File: src/rtl/pipe_stage_reg.sv
// pipe_stage_reg: parametrised inter-stage pipeline register with a valid/ready
// handshake, an optional 2-entry skid buffer (registered in_ready), a synchronous
// flush, control zeroing on bubbles and a saturating bubble-cycle counter.
module pipe_stage_reg #(
  parameter int CTRL_W          = 8,
  parameter int DATA_W          = 128,
  parameter int SKID            = 1,
  parameter int FLUSH_KEEP_DATA = 1,
  parameter int CNT_W           = 16
) (
  input  logic              clk,
  input  logic              rst,
  input  logic              in_valid,
  output logic              in_ready,
  input  logic [CTRL_W-1:0] in_ctrl,
  input  logic [DATA_W-1:0] in_data,
  input  logic              flush,
  output logic              out_valid,
  input  logic              out_ready,
  output logic [CTRL_W-1:0] out_ctrl,
  output logic [DATA_W-1:0] out_data,
  output logic [1:0]        occupancy,
  input  logic              cnt_clr,
  output logic [CNT_W-1:0]  bubble_cnt
);

  localparam bit HAS_SKID  = (SKID != 0);
  localparam bit KEEP_DATA = (FLUSH_KEEP_DATA != 0);
  localparam logic [CNT_W-1:0] CNT_MAX = {CNT_W{1'b1}};

  // Main register M (drives outputs) and skid register S (used only with SKID=1)
  logic              m_valid_r, s_valid_r;
  logic [CTRL_W-1:0] m_ctrl_r,  s_ctrl_r;
  logic [DATA_W-1:0] m_data_r,  s_data_r;

  logic              m_valid_s, s_valid_s;
  logic [CTRL_W-1:0] m_ctrl_s,  s_ctrl_s;
  logic [DATA_W-1:0] m_data_s,  s_data_s;

  logic              accept_s;
  logic              emit_s;
  logic [CNT_W-1:0]  bubble_cnt_r;

  // With a skid buffer in_ready depends only on S state, so it is a flop output;
  // without one, a full M can still accept if it is emitting this cycle.
  assign in_ready = HAS_SKID ? ~s_valid_r : (out_ready | ~m_valid_r);
  assign accept_s = in_valid & in_ready;
  assign emit_s   = m_valid_r & out_ready;

  // Next-state selection for M and S; flush overrides every other transition.
  always_comb begin
    m_valid_s = m_valid_r;
    s_valid_s = s_valid_r;
    m_ctrl_s  = m_ctrl_r;
    s_ctrl_s  = s_ctrl_r;
    m_data_s  = m_data_r;
    s_data_s  = s_data_r;
    if (flush) begin
      m_valid_s = 1'b0;
      s_valid_s = 1'b0;
      m_ctrl_s  = {CTRL_W{1'b0}};
      s_ctrl_s  = {CTRL_W{1'b0}};
      if (KEEP_DATA) begin
        m_data_s = m_data_r;
        s_data_s = s_data_r;
      end else begin
        m_data_s = {DATA_W{1'b0}};
        s_data_s = {DATA_W{1'b0}};
      end
    end else if (HAS_SKID) begin
      if (!m_valid_r || emit_s) begin
        if (s_valid_r) begin
          // S refills M; in_ready was low so no new beat arrives this cycle
          m_valid_s = 1'b1;
          m_ctrl_s  = s_ctrl_r;
          m_data_s  = s_data_r;
          s_valid_s = 1'b0;
          s_ctrl_s  = {CTRL_W{1'b0}};
        end else if (accept_s) begin
          m_valid_s = 1'b1;
          m_ctrl_s  = in_ctrl;
          m_data_s  = in_data;
        end else begin
          m_valid_s = 1'b0;
          m_ctrl_s  = {CTRL_W{1'b0}};
        end
      end else if (accept_s) begin
        // M is stalled: park the incoming beat in S
        s_valid_s = 1'b1;
        s_ctrl_s  = in_ctrl;
        s_data_s  = in_data;
      end else begin
        s_valid_s = s_valid_r;
      end
    end else begin
      if (accept_s) begin
        m_valid_s = 1'b1;
        m_ctrl_s  = in_ctrl;
        m_data_s  = in_data;
      end else if (emit_s) begin
        m_valid_s = 1'b0;
        m_ctrl_s  = {CTRL_W{1'b0}};
      end else begin
        m_valid_s = m_valid_r;
      end
    end
  end

  // Storage registers; asynchronous reset discards every held beat at once.
  always_ff @(posedge clk or negedge rst) begin
    if (!rst) begin
      m_valid_r <= 1'b0;
      s_valid_r <= 1'b0;
      m_ctrl_r  <= {CTRL_W{1'b0}};
      s_ctrl_r  <= {CTRL_W{1'b0}};
      m_data_r  <= {DATA_W{1'b0}};
      s_data_r  <= {DATA_W{1'b0}};
    end else begin
      m_valid_r <= m_valid_s;
      s_valid_r <= s_valid_s;
      m_ctrl_r  <= m_ctrl_s;
      s_ctrl_r  <= s_ctrl_s;
      m_data_r  <= m_data_s;
      s_data_r  <= s_data_s;
    end
  end

  // Saturating count of downstream-ready cycles with nothing to offer.
  always_ff @(posedge clk or negedge rst) begin
    if (!rst) begin
      bubble_cnt_r <= {CNT_W{1'b0}};
    end else if (cnt_clr) begin
      bubble_cnt_r <= {CNT_W{1'b0}};
    end else if (out_ready && !m_valid_r && (bubble_cnt_r != CNT_MAX)) begin
      bubble_cnt_r <= bubble_cnt_r + {{(CNT_W-1){1'b0}}, 1'b1};
    end else begin
      bubble_cnt_r <= bubble_cnt_r;
    end
  end

  // Control is gated so a bubble can never write the register file or memory.
  assign out_valid  = m_valid_r;
  assign out_ctrl   = m_valid_r ? m_ctrl_r : {CTRL_W{1'b0}};
  assign out_data   = m_data_r;
  assign occupancy  = {1'b0, m_valid_r} + {1'b0, s_valid_r};
  assign bubble_cnt = bubble_cnt_r;

endmodule

File: config.mk
export PLATFORM = sky130hd
export DESIGN_NAME = pipe_stage_reg
export DESIGN_NICKNAME = d
export VERILOG_FILES = /design/src/rtl/pipe_stage_reg.sv
export SDC_FILE = /design/constraint.sdc
export NUM_CORES = 1
export LEC_CHECK = 0
export ABC_AREA = 1
export CAP_MARGIN = 25
export CORE_MARGIN = 1
export CORE_UTILIZATION = 46
export DETAILED_ROUTE_END_ITERATION = 7
export PLACE_DENSITY = 0.83
export SLEW_MARGIN = 20
export SYNTH_ARGS = -nofsm -noshare
export SYNTH_HDL_FRONTEND = slang
export SYNTH_SLANG_ARGS = --single-unit
export TNS_END_PERCENT = 10
File: constraint.sdc
create_clock -name clk -period 1.6 [get_ports clk]
set_input_delay 0.16 -clock clk [delete_from_list [all_inputs] [get_ports clk]]
set_output_delay 0.16 -clock clk [all_outputs]
set_load 0.005 [all_outputs]
==> key figures <==
Power and ir drop
  – Leak Pwr: 10.3 nW
  – P_int: 15.1 mW
  – Power density normalized to cell area: 1140 mW/mm²
  – Worst IR drop on VDD: 0.802 mV
  – Gate power share: 0.188
  – Net Switching: 5.62 mW
  – Fraction of power spent switching nets: 0.271
  – Clock network fraction of design power: 0.346
  – Proportion of power drawn by flip-flops and latches: 0.466

Placed design
  – Placed Cells: 2152
  – Dpl cell area: 0.0166 mm²
  – Weighted congestion at the end of routability-driven global placement: 0.853
  – Number of input and output port buffers inserted: 297
  – HPWL after DPL: 23500 µm
  – Worst setup timing slack at the placement stage: -0.242 ns

Detailed routing
  – Vias post-DR: 11500
  – Iteration count of the initial detailed-routing pass: 6
  – Post-Route WL: 36400 µm
  – Number of nets with antenna violations after detailed routing: 0
  – Number of violations reported at the end of detailed-routing iteration 0: 1130
  – Wire length per cell: 16.4 µm
  – DR DRC count: 0
  – Post-detailed-route via-to-cell ratio: 5.18

Clock tree
  – Number of H-tree levels: 1
  – CTS tree: built
  – Max Buffers Root-to-Sink: 3
  – # clock sinks: 290
  – Num CTS Buffers: 30
  – Clock insertion delay at the later pin of the skew report: 0.55 ns
  – Root Driver: sky130_fd_sc_hd__clkbuf_16
  – Clock Pin Slew Worst Setup and Hold Paths: 0.06 ns

STA
  – RSZ-0062 raised after global routing: yes
  – Post-route clock period utilization: 1.07
  – Worst Max-Slew Pin Slew: 0.552 ns
  – Final period demand of the worst path: 1.71 ns
  – Final setup viols: 130
  – Worst slew margin relative to its limit: 0.632
  – Highest attainable clock frequency: 0.585 GHz
  – Final setup skew: 0.0117 ns
  – Setup WS post-layout: -0.109 ns
  – Number of pins with negative max-slew slack in the final report: 0
  – Hold violation count in the final report: 0

Die
  – Area of the core: 0.0273 mm²
  – Starting density of the core: 0.473
  – DIE WIDTH: 169 µm
  – Number of placement rows: 60
  – Die outline area: 0.0287 mm²
  – Top Ports: 298
  – Overall die height: 169 µm

Critical path
  – Critical-path maximum fanout: 14
  – R2r worst-path depth: 11
  – Critical path launch point type: register
  – Kind of end point of the critical path: register
  – Arrival time at the worst endpoint: 2.14 ns
  – Required time worst endpoint: 2.03 ns
  – Class of the most critical setup path: register to register

Cells and area
  – Number of inserted filler cells in the final layout: 2064
  – Syn-to-layout area delta: 41.2%
  – Post-route cell area: 0.0182 mm²
  – Final net count: 1977
  – Area taken by flip-flops and latches: 0.00726 mm²
  – Fraction of the core area covered by cells at the end of the flow: 0.669
  – Count of inserted antenna diode cells: 0
  – Ratio of cells with drive above 1 in the final layout: 0.119
  – Footprint of the multi-input gates: 0.00465 mm²
  – Final std cells w/o fill: 2227

Global route
  – Global-route wire length before repair: 54200 µm
  – GRT Resource Usage Total: 0.234
  – Remaining Overflow, GRT: 0
  – Largest net degree at the start of global routing: 95
  – Initial antenna violation count: 2
  – Number of global-route vias before repair: 11100

Synthesis
  – Cells after Synth: 1498
  – EDFF count, synth: 0
  – Average instance area after synthesis: 8.61 µm²
  – Total nets after synthesis: 1642
  – Count of unique library cells instantiated by Yosys: 32
  – Ys async rst share: 1.00
  – Sequential element share of the synthesized area: 0.563
  – Primary FF master, synth: sky130_fd_sc_hd__dfrtp_1
  – Post-synthesis cell area: 0.0129 mm²
  – Synth warn: 0
  – Number of synthesized register bits: 290

Run
  – Count of maximum capacitance violations: 0

Min path
  – Classification of the worst-slack hold path: input port to asynchronous set/reset pin

Outcome
  – Run status: finished with violations
  – Violations in the final reports: setup timing
layout by cell type, fill, tap and decap left out, drive strengths merged, types with 2 or more instances in the layout:
cell type / n
a21oi: 3
a22o: 8
buf: 98
bufinv: 4
clkbuf: 46
clkdlybuf4s50: 150
clkinv: 12
dfrtp: 290
dlygate4sd2: 74
dlymetal6s2s: 62
ha: 2
inv: 171
nand2: 599
nand3: 18
nand4: 8
nor2: 26
o211ai: 128
o21ai: 144
o21bai: 2
xor2: 6
logic make-up (layout without fill, tap and decap cells):
logic type / Yosys count / count (layout) / share of synthesized area
AOI/OAI and AO/OA: 285 / 285 / 0.143
xor gates and xnor gates: 6 / 6 / 0.00407
buffers and inverters: 262 / 619 / 0.0898
and+or+nand+nor: 653 / 653 / 0.198
adders and majority gates: 2 / 2 / 0.00194
DFF: 290 / 290 / 0.563
synth_stat cells (2+ instances only):
library cell / number / area [µm²]
sky130_fd_sc_hd__nand3_1: 18 / 90.1
sky130_fd_sc_hd__o21ai_0: 24 / 120
sky130_fd_sc_hd__o21bai_1: 2 / 15.0
sky130_fd_sc_hd__buf_2: 39 / 195
sky130_fd_sc_hd__xor2_1: 6 / 52.6
sky130_fd_sc_hd__nor2_1: 17 / 63.8
sky130_fd_sc_hd__clkbuf_1: 30 / 113
sky130_fd_sc_hd__buf_6: 14 / 158
sky130_fd_sc_hd__nand2_1: 597 / 2240
sky130_fd_sc_hd__dfrtp_1: 290 / 7260
sky130_fd_sc_hd__nor2_2: 5 / 31.3
sky130_fd_sc_hd__nand4_1: 8 / 50.1
sky130_fd_sc_hd__buf_4: 5 / 37.5
sky130_fd_sc_hd__o211ai_1: 118 / 886
sky130_fd_sc_hd__a22o_1: 8 / 70.1
sky130_fd_sc_hd__ha_1: 2 / 25.0
sky130_fd_sc_hd__o21ai_1: 120 / 601
sky130_fd_sc_hd__o211ai_2: 10 / 125
sky130_fd_sc_hd__inv_2: 4 / 15.0
sky130_fd_sc_hd__inv_1: 167 / 627
sky130_fd_sc_hd__nor2_4: 3 / 33.8
stage by stage:
step	TNS [ns]	hold WS, ns	power, mW
floorplan	0	-0.136	11.3
global placement	-30.37	0.0752	13.5
detailed placement	-36.56	0.0776	13.7
CTS	-4.86	0.101	20.8
global route	-19.11	0.131	21.7
finish	-6.16	0.106	20.7
area by class of cell:
cell class                 count  area share
timing repair buffer         392       0.229
sequential                   290       0.398
multi-input combinational    946       0.255
clock buffer                  39      0.0459
tap                          372      0.0255
clock inverter                15     0.00975
inverter                     173      0.0367
final timing paths:
check,slack (ns),start,to
max in group asynchronous,0.77,rst,s_data_r[16]
hold reg to reg,0.47,out_data[82],out_data[82]
hold / removal,0.11,rst,bubble_cnt[3]
setup reg to reg,-0.11,out_valid,out_data[57]
setup / recovery,-0.11,out_valid,out_data[57]
min in group clk,0.18,in_data[77],s_data_r[77]
power groups by stage:
stage	Combinational [mW]	Sequential (mW)	Clock (mW)
floorplan	1.68	9.59	0
global placement	3.79	9.68	0
detailed placement	3.96	9.73	0
CTS	3.83	9.64	7.29
global route	4.33	9.79	7.59
finish	3.89	9.66	7.17
worst max-delay path, stage by stage, from the launching register on:
cell                        delay [ns]
sky130_fd_sc_hd__dfrtp_1          0.41
sky130_fd_sc_hd__buf_4            0.15
sky130_fd_sc_hd__inv_2            0.06
sky130_fd_sc_hd__nor2_4           0.05
sky130_fd_sc_hd__nor2_8           0.10
sky130_fd_sc_hd__inv_2            0.05
sky130_fd_sc_hd__a21oi_4          0.19
sky130_fd_sc_hd__buf_6            0.15
sky130_fd_sc_hd__inv_8            0.08
sky130_fd_sc_hd__clkbuf_16        0.18
sky130_fd_sc_hd__nand2_1          0.09
sky130_fd_sc_hd__nand2_1          0.07
registers in the layout, indices dropped and copies added (netlist names):
register,flops
bubble_cnt,16
m_ctrl_r,8
out_data,128
out_valid,1
s_ctrl_r,8
s_data_r,128
s_valid_r,1
layer usage:
metal  track usage  part of all wire  vias up
met5             0           0.00060        -
met4        0.0881             0.032        4
met3        0.0469             0.071       90
met2         0.404              0.49      445
met1         0.289              0.40     5543
li1              -                 -     5443
what timing repair did:
action / 4_1_cts / 5_1_grt
endpoints found under the hold margin: 290 / 0
resized for setup: 137 / 121
cloned: 0 / 11
pin swaps: 7 / 14
setup buffers: 6 / 3
hold buffers: 1 / 0
setup endpoints to repair: 100 / 253
Power figures use the tool's default switching activity.
